==> src/rtl/bin_bcd_pkg.sv <==
// -----------------------------------------------------------------------------
// bin_bcd_pkg
// Shared definitions for the sequential binary-to-BCD converter used on the
// DIG (7-seg) MMIO path: FSM state encoding, BCD digit width and the
// double-dabble correction constants.
// No ports (package).
// -----------------------------------------------------------------------------
package bin_bcd_pkg;

  typedef logic [1:0] state_t;

  localparam state_t ST_IDLE  = 2'd0;
  localparam state_t ST_SHIFT = 2'd1;
  localparam state_t ST_DONE  = 2'd2;

  // Bits per BCD digit.
  localparam int BCD_W = 4;

  // Double-dabble: a digit >= 5 gets +3 before the shift so that the doubled
  // value carries correctly into the next decade.
  localparam logic [3:0] ADJ_THRESH = 4'd5;
  localparam logic [3:0] ADJ_OFFSET = 4'd3;

endpackage : bin_bcd_pkg

==> src/rtl/bin_bcd_seq_if.sv <==
// -----------------------------------------------------------------------------
// bin_bcd_seq_if
// Bus bundle between the MMIO controller / display scanner and the
// binary-to-BCD converter.
//   digcs, digwrite : qualified write (both high) starts a conversion
//   mode_signed     : treat binary as two's complement
//   binary          : value to convert
//   decimal         : BCD result, digit 0 in bits [3:0]
//   neg, ovf        : sign and overflow of the result
//   busy, done      : conversion running / one-cycle result-updated pulse
// Modports: master = controller side, slave = converter side.
// -----------------------------------------------------------------------------
interface bin_bcd_seq_if
  import bin_bcd_pkg::*;
#(
  parameter int BIN_W  = 16,
  parameter int DIGITS = 5
);

  logic                      digcs;
  logic                      digwrite;
  logic                      mode_signed;
  logic [BIN_W-1:0]          binary;
  logic [BCD_W*DIGITS-1:0]   decimal;
  logic                      neg;
  logic                      ovf;
  logic                      busy;
  logic                      done;

  modport master (
    output digcs, digwrite, mode_signed, binary,
    input  decimal, neg, ovf, busy, done
  );

  modport slave (
    input  digcs, digwrite, mode_signed, binary,
    output decimal, neg, ovf, busy, done
  );

endinterface : bin_bcd_seq_if

==> src/rtl/bcd_digit_adj.sv <==
// -----------------------------------------------------------------------------
// bcd_digit_adj
// Per-digit double-dabble correction: passes the digit through unchanged
// unless it is 5 or more, in which case 3 is added (4-bit result).
//   din  : working BCD digit
//   dout : corrected digit, ready to be shifted left
// -----------------------------------------------------------------------------
module bcd_digit_adj
  import bin_bcd_pkg::*;
(
  input  logic [3:0] din,
  output logic [3:0] dout
);

  // Add-3 correction for digits that would exceed 9 after doubling.
  always_comb begin
    dout = din;
    if (din >= ADJ_THRESH) begin
      dout = din + ADJ_OFFSET;
    end else begin
      dout = din;
    end
  end

endmodule : bcd_digit_adj

==> src/rtl/bin_bcd_seq.sv <==
// -----------------------------------------------------------------------------
// bin_bcd_seq
// Sequential binary-to-BCD converter (double-dabble, one bit per clock).
// A conversion starts on digcs && digwrite while not busy; the result,
// sign and overflow are registered when the last bit has been shifted in
// and held until the next conversion completes.
//   clock   : system clock, rising edge
//   reset_n : synchronous active-low reset
//   bus     : bin_bcd_seq_if.slave (write strobe, operands, results, handshake)
// -----------------------------------------------------------------------------
module bin_bcd_seq
  import bin_bcd_pkg::*;
#(
  parameter int BIN_W  = 16,
  parameter int DIGITS = 5
)(
  input  logic          clock,
  input  logic          reset_n,
  bin_bcd_seq_if.slave  bus
);

  localparam int CNT_W = $clog2(BIN_W + 1);
  localparam int DEC_W = BCD_W * DIGITS;

  state_t               state_r;
  state_t               state_nx_s;
  logic [CNT_W-1:0]     cnt_r;
  logic [BIN_W-1:0]     shreg_r;
  logic [DEC_W-1:0]     dig_r;
  logic                 sign_r;
  logic                 wovf_r;
  logic [DEC_W-1:0]     decimal_r;
  logic                 neg_r;
  logic                 ovf_r;
  logic                 busy_r;
  logic                 done_r;

  logic                 accept_s;
  logic                 last_s;
  logic                 neg_in_s;
  logic [BIN_W-1:0]     mag_s;
  logic [DEC_W-1:0]     adj_s;
  logic [DEC_W-1:0]     dig_nx_s;
  logic                 carry_s;
  logic                 load_s;
  logic                 shift_s;
  logic                 commit_s;
  logic                 busy_nx_s;
  logic                 done_nx_s;

  // Correction stage: one add-3 cell per working digit.
  for (genvar g = 0; g < DIGITS; g++) begin : g_adj
    bcd_digit_adj u_adj (
      .din  (dig_r[g*BCD_W +: BCD_W]),
      .dout (adj_s[g*BCD_W +: BCD_W])
    );
  end

  // Write qualification, operand magnitude and the shifted digit vector.
  always_comb begin
    accept_s = 1'b0;
    neg_in_s = 1'b0;
    mag_s    = bus.binary;
    if (bus.digcs && bus.digwrite && (state_r != ST_SHIFT)) begin
      accept_s = 1'b1;
    end else begin
      accept_s = 1'b0;
    end
    // Negation is done in BIN_W bits; the most-negative value maps onto
    // itself, which read unsigned is exactly its magnitude.
    if (bus.mode_signed && bus.binary[BIN_W-1]) begin
      neg_in_s = 1'b1;
      mag_s    = (~bus.binary) + BIN_W'(1);
    end else begin
      neg_in_s = 1'b0;
      mag_s    = bus.binary;
    end
    dig_nx_s = {adj_s[DEC_W-2:0], shreg_r[BIN_W-1]};
    carry_s  = adj_s[DEC_W-1];
    last_s   = (cnt_r == CNT_W'(1));
  end

  // State register.
  always_ff @(posedge clock) begin
    if (!reset_n) begin
      state_r <= ST_IDLE;
    end else begin
      state_r <= state_nx_s;
    end
  end

  // Next-state logic.
  always_comb begin
    state_nx_s = state_r;
    case (state_r)
      ST_IDLE: begin
        if (accept_s) begin
          state_nx_s = ST_SHIFT;
        end else begin
          state_nx_s = ST_IDLE;
        end
      end
      ST_SHIFT: begin
        if (last_s) begin
          state_nx_s = ST_DONE;
        end else begin
          state_nx_s = ST_SHIFT;
        end
      end
      ST_DONE: begin
        if (accept_s) begin
          state_nx_s = ST_SHIFT;
        end else begin
          state_nx_s = ST_IDLE;
        end
      end
      default: begin
        state_nx_s = ST_IDLE;
      end
    endcase
  end

  // Output/control decode; busy/done are decoded from the next state so the
  // registered copies line up with the state register.
  always_comb begin
    load_s    = 1'b0;
    shift_s   = 1'b0;
    commit_s  = 1'b0;
    busy_nx_s = 1'b0;
    done_nx_s = 1'b0;
    case (state_r)
      ST_IDLE, ST_DONE: begin
        load_s = accept_s;
      end
      ST_SHIFT: begin
        shift_s  = 1'b1;
        commit_s = last_s;
      end
      default: begin
        load_s = 1'b0;
      end
    endcase
    case (state_nx_s)
      ST_SHIFT: begin
        busy_nx_s = 1'b1;
      end
      ST_DONE: begin
        done_nx_s = 1'b1;
      end
      default: begin
        busy_nx_s = 1'b0;
        done_nx_s = 1'b0;
      end
    endcase
  end

  // Datapath: operand load, shift/correct, and result commit on DONE entry.
  always_ff @(posedge clock) begin
    if (!reset_n) begin
      cnt_r     <= {CNT_W{1'b0}};
      shreg_r   <= {BIN_W{1'b0}};
      dig_r     <= {DEC_W{1'b0}};
      sign_r    <= 1'b0;
      wovf_r    <= 1'b0;
      decimal_r <= {DEC_W{1'b0}};
      neg_r     <= 1'b0;
      ovf_r     <= 1'b0;
      busy_r    <= 1'b0;
      done_r    <= 1'b0;
    end else begin
      if (load_s) begin
        shreg_r <= mag_s;
        sign_r  <= neg_in_s;
        dig_r   <= {DEC_W{1'b0}};
        wovf_r  <= 1'b0;
        cnt_r   <= CNT_W'(BIN_W);
      end else if (shift_s) begin
        shreg_r <= {shreg_r[BIN_W-2:0], 1'b0};
        dig_r   <= dig_nx_s;
        // A 1 leaving the top digit means the value needs another decade.
        wovf_r  <= wovf_r | carry_s;
        cnt_r   <= cnt_r - CNT_W'(1);
      end
      if (commit_s) begin
        decimal_r <= dig_nx_s;
        neg_r     <= sign_r;
        ovf_r     <= wovf_r | carry_s;
      end
      busy_r <= busy_nx_s;
      done_r <= done_nx_s;
    end
  end

  assign bus.decimal = decimal_r;
  assign bus.neg     = neg_r;
  assign bus.ovf     = ovf_r;
  assign bus.busy    = busy_r;
  assign bus.done    = done_r;

endmodule : bin_bcd_seq

==> src/flat_wrapper.sv <==
// flat-port wrapper written by rule: the top's interface ports become plain ports
module bin_bcd_seq_flat import bin_bcd_pkg::*;
#(
  parameter int BIN_W  = 16,
  parameter int DIGITS = 5
)
  (clock, reset_n, bus_digcs, bus_digwrite, bus_mode_signed, bus_binary, bus_decimal, bus_neg, bus_ovf, bus_busy, bus_done);
  bin_bcd_seq_if #(.BIN_W(BIN_W), .DIGITS(DIGITS)) bus_i ();
  input  logic clock;
  input  logic reset_n;
  input wire logic [$bits(bus_i.digcs)-1:0] bus_digcs;
  input wire logic [$bits(bus_i.digwrite)-1:0] bus_digwrite;
  input wire logic [$bits(bus_i.mode_signed)-1:0] bus_mode_signed;
  input wire logic [$bits(bus_i.binary)-1:0] bus_binary;
  output wire logic [$bits(bus_i.decimal)-1:0] bus_decimal;
  output wire logic [$bits(bus_i.neg)-1:0] bus_neg;
  output wire logic [$bits(bus_i.ovf)-1:0] bus_ovf;
  output wire logic [$bits(bus_i.busy)-1:0] bus_busy;
  output wire logic [$bits(bus_i.done)-1:0] bus_done;
  assign bus_i.digcs = bus_digcs;
  assign bus_i.digwrite = bus_digwrite;
  assign bus_i.mode_signed = bus_mode_signed;
  assign bus_i.binary = bus_binary;
  assign bus_decimal = bus_i.decimal;
  assign bus_neg = bus_i.neg;
  assign bus_ovf = bus_i.ovf;
  assign bus_busy = bus_i.busy;
  assign bus_done = bus_i.done;
  bin_bcd_seq #(.BIN_W(BIN_W), .DIGITS(DIGITS)) u_core (.clock(clock), .reset_n(reset_n), .bus(bus_i));
endmodule
==> config.mk <==
export PLATFORM = sky130hd
export DESIGN_NAME = bin_bcd_seq_flat
export DESIGN_NICKNAME = d
export VERILOG_FILES = /design/src/rtl/bin_bcd_pkg.sv /design/src/rtl/bin_bcd_seq_if.sv /design/src/rtl/bcd_digit_adj.sv /design/src/rtl/bin_bcd_seq.sv /design/src/flat_wrapper.sv
export SDC_FILE = /design/constraint.sdc
export NUM_CORES = 1
export LEC_CHECK = 0
export CORE_MARGIN = 4
export CORE_UTILIZATION = 55
export CTS_CLUSTER_DIAMETER = 150
export DETAILED_ROUTE_END_ITERATION = 6
export PLACE_DENSITY = 0.88
export SYNTH_ARGS = -nofsm -noshare
export SYNTH_HDL_FRONTEND = slang
export SYNTH_HIERARCHICAL = 1
export SYNTH_SLANG_ARGS = --single-unit
==> constraint.sdc <==
create_clock -name clock -period 2.4 [get_ports clock]
set_clock_uncertainty 0.1 [all_clocks]
set_input_delay 0.48 -clock clock [delete_from_list [all_inputs] [get_ports clock]]
set_output_delay 0.48 -clock clock [all_outputs]
set_load 0.02 [all_outputs]
==> reports/metrics.yaml <==
viasPerCell: 5.46
nets: 525
start_util: 0.570
post-cts-setup-buffers: 0
drive_above_1_share: 0.0907
grt_max_degree: 31
r2r_setup_slack_ns: 0.60
drv_slew: 0
clkTransAtPathRegs_ns: 0.07
fin_crit_sh: 0.848
die_w_um: 86.6
min_period_ns: 2.04
pwr_density_cell_nw_per_um2: 596
synth_area_sq_um: 3390
ys_ff_latch: 69
pin_count: 45
rows: 28
cap_violations: 0
die_h_um: 86.6
status: "completed"
ctsHoldBuffers: 0
hpwl_um: 5570
numClockSinks: 69
syn_inst: 438
clk_path_buf_depth: 2
ant_nets: 0
overflow: 0
cts_tree: "built"
syn2layout_area_growth_pct: 24.0
rsz0062_at_grt: "false"
grt_usage: 0.217
grt_antenna_before_repair: 0
cp-end-kind: "flip-flop"
routed_wl_um: 7570
grt_pass1_wl_um: 13100
synth-edff-count: 0
syn_avg_cell_area_sq_um: 7.75
layout_commonest_cell: "nand2_1"
drc_errors: 0
vias: 3116
avgRoutedWirePerCell_um: 13.3
tightest_slew_ns: 0.478
finalSetupViolCount: 0
drt_iter0_drc: 114
layout_common_cells: "nand2_1, dfxtp_1, a21oi_1, clkdlybuf4s50_1, nor2_1"
h-tree-depth: 3
ys_seq_area_frac: 0.407
syn-num-nets: 472
async_reset_ff_frac: 0
hp-class: "flip-flop to flip-flop"
relSlewSlack: 0.677
max_freq_ghz: 0.491
arrival_ns: 2.15
ir_worst_vdd_uv: 346
cts_buffers: 9
ctsResizeCount: 0
ys_warn_count: 6
cp_data_required_time_ns: 2.52
synth_top_flop_cell: "dfxtp_1"
core_sq_um: 5960
n_fill_cell: 481
clk_root_buffer_cell: "clkbuf_8"
dieArea_sq_um: 7490
cp_max_fo: 4
startpoint_type: "input port"
first_pass_iters: 4
p_leak_nw: 1.58
grt_pass1_vias: 3031
synthDistinctLibCells: 47
critPathKind: "input port to flip-flop"
fin_total_pwr_mw: 2.51
clk_latency_ns: 0.34
setup_tns_ns: 0
hold_viol: 0
port_buffers: 44
gp_congestion: 0.836
diodes: 0
==> critical path, stage by stage <==
cell             delay, ns
clkdlybuf4s50_1       0.46
inv_1                 0.08
ha_1                  0.21
nor3b_1               0.29
nand4_1               0.17
mux2i_1               0.16
a311o_1               0.31
==> final timing paths <==
path | from | to | cells after the start
worst max-delay path | bus_binary[1] | u_core/shreg_r[14] | 7
worst min-delay path | u_core/bus.decimal[16] | u_core/bus.decimal[16] | 2
worst max register to register | u_core/cnt_r[0] | u_core/bus.decimal[14] | 6
worst min register to register | u_core/bus.decimal[16] | u_core/bus.decimal[16] | 2
==> cell families (layout without fill, tap and decap cells) <==
group,count (synthesis),after routing,share of synthesized area
XOR/XNOR,17,17,0.0439
adder cells (fa/ha/maj),13,13,0.0479
multiplexers,13,13,0.0387
flip-flops,69,69,0.407
buffers and inverters,40,98,0.0483
AND/OR/NAND/NOR,192,192,0.253
AO/OA/AOI/OAI,94,94,0.161
==> cell type report <==
| class | instances | area [sq um] | area share |
|---|---|---|---|
| repair buffers | 64 | 591 | 0.140 |
| multi-input cells | 329 | 1850 | 0.440 |
| clock inverters | 4 | 70.1 | 0.0166 |
| inverters | 18 | 67.6 | 0.0160 |
| well taps | 75 | 93.8 | 0.0223 |
| flip-flops and latches | 69 | 1380 | 0.328 |
| clock buffers | 12 | 155 | 0.0368 |
==> metrics by stage <==
| step | instance area, sq um | instances | utilization | setup slack [ns] | hold WS (ns) |
|---|---|---|---|---|---|
| finish | 4210 | 571 | 0.707 | 0.364 | 0.355 |
| global route | 4210 | 571 | 0.707 | 0.240 | 0.377 |
| floorplan | 3390 | 438 | - | 0.552 | 0.332 |
| CTS | 4210 | 571 | 0.707 | 0.375 | 0.357 |
| detailed placement | 3990 | 555 | 0.669 | 0.0149 | 0.347 |
| global placement | 3990 | 555 | 0.669 | 0.0843 | 0.343 |
==> cells in the mapped netlist (2+ instances only) <==
cell type | number | share of area
o21ai_1 | 5 | 0.0074
a311oi_1 | 2 | 0.0052
a211oi_1 | 4 | 0.0088
a31oi_1 | 7 | 0.013
a311o_1 | 2 | 0.0059
mux2i_1 | 12 | 0.035
a21oi_1 | 53 | 0.078
nand2b_1 | 11 | 0.020
buf_4 | 2 | 0.0044
buf_2 | 4 | 0.0059
nor4_1 | 2 | 0.0037
nor3_1 | 5 | 0.0074
and3_1 | 4 | 0.0074
clkbuf_1 | 14 | 0.015
a21oi_2 | 5 | 0.013
nand2_1 | 124 | 0.14
nor2_1 | 23 | 0.025
dfxtp_1 | 69 | 0.41
or3_1 | 4 | 0.0074
o22ai_1 | 5 | 0.0092
o21ai_0 | 7 | 0.010
inv_1 | 17 | 0.019
xnor2_1 | 16 | 0.041
ha_1 | 13 | 0.048
nand3_1 | 6 | 0.0088
==> metal layers <==
layer  track usage  part of all wire  wire length (um)  vias up
met3        0.0494             0.068               515       13
li1              -                 -                 -     1582
met2         0.397              0.52              3900       94
met5             0                 0                 0        -
met4        0.0737             0.015               110        0
met1         0.247              0.40              3040     1427
==> report_power, final <==
part	switching, mW	total, mW	internal (mW)
registers	0.0209	1.20	1.18
logic	0.143	0.257	0.114
clock network	0.417	1.06	0.639
==> state kept, by name, summed over array words and instances (netlist names) <==
signal              cells
u_core/wovf_r           1
u_core/bus.neg          1
u_core/bus.decimal     20
u_core/bus.done         1
u_core/dig_r           20
u_core/state_r          2
u_core/cnt_r            5
u_core/shreg_r         16
u_core/sign_r           1
u_core/bus.busy         1
u_core/bus.ovf          1
(Power assumes the default switching activity.)
==> variant (same flow settings) <==
`BIN_W` is set to 16 in 3 places; all go to 8.
--- a/src/rtl/bin_bcd_seq_if.sv
+++ b/src/rtl/bin_bcd_seq_if.sv
@@ -13,7 +13,7 @@
 interface bin_bcd_seq_if
   import bin_bcd_pkg::*;
 #(
-  parameter int BIN_W  = 16,
+  parameter int BIN_W  = 8,
   parameter int DIGITS = 5
 );
 
--- a/src/rtl/bin_bcd_seq.sv
+++ b/src/rtl/bin_bcd_seq.sv
@@ -11,7 +11,7 @@
 module bin_bcd_seq
   import bin_bcd_pkg::*;
 #(
-  parameter int BIN_W  = 16,
+  parameter int BIN_W  = 8,
   parameter int DIGITS = 5
 )(
   input  logic          clock,
--- a/src/flat_wrapper.sv
+++ b/src/flat_wrapper.sv
@@ -1,7 +1,7 @@
 // flat-port wrapper written by rule: the top's interface ports become plain ports
 module bin_bcd_seq_flat import bin_bcd_pkg::*;
 #(
-  parameter int BIN_W  = 16,
+  parameter int BIN_W  = 8,
   parameter int DIGITS = 5
 )
   (clock, reset_n, bus_digcs, bus_digwrite, bus_mode_signed, bus_binary, bus_decimal, bus_neg, bus_ovf, bus_busy, bus_done);
Interface: changed (resized bus_binary); port bits go from 45 to 37. The function was not compared with the original's and may differ.
==> variant against the original RTL <==
Worst setup slack improved by 0.16 ns; cell area is 20% lower; first-iteration DRC count is 5.3% higher; area after synthesis is 17% lower; wire length decreased by 21%; final cell count is 17% lower; power fell by 21%; sequential cell count shrank 10; synthesized cell count fell by 17%; sequential share of layout area increased by 2.2 points.
==> variant: results (changes against the original RTL) <==
Status: finished clean (unchanged)
GRT Resource Usage Total: 20.4% (was 21.7%)
Largest net degree at the start of global routing: 23 (was 31)
Delay-heaviest family, CP: buffers and inverters (unchanged)
Synth Area in Compound Gates: 15.9% (was 16.1%)
GP Congestion: 0.856 (was 0.836)
Nets: 427 (was 525)
FF-to-FF setup slack: 0.55 ns (was 0.60 ns)
Synth Area in Adders: 5.79% (was 4.79%)
Antenna cell count: 0 (unchanged)
Multiplexer area fraction after synthesis: 1.78% (was 3.87%)
CP Launch Point: u_core/bus.decimal[14]$_SDFFE_PN0P_ (was bus_binary[1])
Post-synth EDFFs: 0 (unchanged)
Mapped Nets: 389 (was 472)
DR WL/cell: 12.6 um (was 13.3 um)
Placed cell areas: 3200 um^2 (was 3990 um^2)
CP Max Fanout: 2 (was 4)
First-pass GRT wire length: 9960 um (was 13100 um)
Largest family of logic cells by synthesized area: simple AND/OR/NAND/NOR gates (unchanged)
Most frequent cells after synthesis: nand2_1 (116), dfxtp_1 (59), a21oi_1 (51) (was nand2_1 (124), dfxtp_1 (69), a21oi_1 (53))
Hold Path Class: flop to flop (unchanged)
CP endpoint: bus_decimal[14] (was u_core/shreg_r[14]$_SDFFE_PN0P_)
Initial detailed-routing violation count: 120 (was 114)
Seq/Total Area, Yosys: 42.1% (was 40.7%)
Actual slew at the worst max-slew pin: 0.530 ns (was 0.478 ns)
HPWL Detailed: 4300 um (was 5570 um)
Power Internal: 1500 uW (was 1930 uW)
End of the worst register-to-register path: u_core/bus.decimal[14]$_SDFFE_PN0P_ (unchanged)
Share of cells above drive strength 1: 7.88% (was 9.07%)
Maximum VDD drop: 0.000367 V (was 0.000346 V)
P_leak: 0.00123 uW (was 0.00158 uW)
TritonCTS buffer count: 9 (unchanged)
Cell variety after synth: 35 (was 47)
Fill count: 397 (was 481)
Via count: 2482 (was 3116)
Vias in the first global route: 2297 (was 3031)
Synth Area in XOR/XNOR: 3.74% (was 4.39%)
Crit-path max cell delay: 0.62 ns (was 0.46 ns)
Worst hold path cell count: 2 (unchanged)
I/O Buffers: 36 (was 44)
Data arrival time of the critical path: 1.29 ns (was 2.15 ns)
TritonRoute pass-1 iters: 5 (was 4)
Main area contributors after synthesis: dfxtp_1 (42%), nand2_1 (16%), a21oi_1 (9.1%), ha_1 (5.8%), xnor2_1 (3.4%) (was dfxtp_1 (41%), nand2_1 (14%), a21oi_1 (7.8%), ha_1 (4.8%), xnor2_1 (4.1%))
[variant: changes by cell type in the layout (fill, tap and decap cells not counted), moves of 5 or more]
cell             unedited run  this run
nand3_1                     6         1
xnor2_1                    16        11
a31oi_1                     7         1
clkdlybuf4s50_1            44        36
dfxtp_1                    69        59
nand2_1                   124       116
buf_4                      20         7
mux2i_1                    12         5
[variant: worst min-delay path by stage]
stage / from / endpoint / slack, ns
2_1_floorplan: u_core/sign_r$_SDFFE_PN0N_ / u_core/bus.neg$_SDFFE_PN0P_ / 0.33
3_3_place_gp: u_core/bus.decimal[18]$_SDFFE_PN0P_ / u_core/bus.decimal[18]$_SDFFE_PN0P_ / 0.34
3_5_place_dp: u_core/bus.decimal[15]$_SDFFE_PN0P_ / u_core/bus.decimal[15]$_SDFFE_PN0P_ / 0.35
4_1_cts: u_core/bus.decimal[15]$_SDFFE_PN0P_ / u_core/bus.decimal[15]$_SDFFE_PN0P_ / 0.35
5_1_grt: u_core/bus.decimal[16]$_SDFFE_PN0P_ / u_core/bus.decimal[16]$_SDFFE_PN0P_ / 0.38
6_report: u_core/bus.decimal[1]$_SDFFE_PN0P_ / u_core/bus.decimal[1]$_SDFFE_PN0P_ / 0.35
[variant: power by group through the flow]
stage	combinational, uW	sequential [uW]	clock, uW
4_1_cts	164	1020	814
5_1_grt	180	1020	858
3_3_place_gp	158	1040	0
6_report	164	1020	792
3_5_place_dp	163	1040	0
2_1_floorplan	107	1040	0
[variant: area by class of cell]
type | count | area share, %
Clock inverter | 2 | 0.297
Clock buffer | 14 | 4.82
Tap cell | 67 | 2.49
Timing Repair Buffer | 43 | 12.2
Sequential cell | 59 | 35.0
Multi-Input combinational cell | 272 | 43.4
Inverter | 16 | 1.78
[variant: stage by stage]
stage               utilization, %  setup WS [ns]  hold WS (ns)  std cells
floorplan                        -          0.941         0.332        363
global placement              66.0          0.344         0.343        457
detailed placement            66.0          0.280         0.345        457
CTS                           69.6          0.495         0.355        473
global route                  69.6          0.458         0.378        473
finish                        69.6          0.526         0.353        473
[variant: metal layers]
metal / vias to the layer above / wire length [um] / GRT usage [%]
met4: 0 / 91 / 7.90
met3: 9 / 292 / 7.00
met1: 1144 / 2590 / 22.9
met2: 58 / 2990 / 35.4
li1: 1271 / - / -
met5: - / 0 / 0
[variant: kinds of logic (layout without fill, tap and decap cells)]
kind of cell | Yosys count | after routing
DFF | 59 | 59
xor gates and xnor gates | 12 | 12
muxes | 5 | 5
buffers and inverters | 32 | 75
and+or+nand+nor | 164 | 164
adders and majority gates | 13 | 13
AOI/OAI and AO/OA | 78 | 78
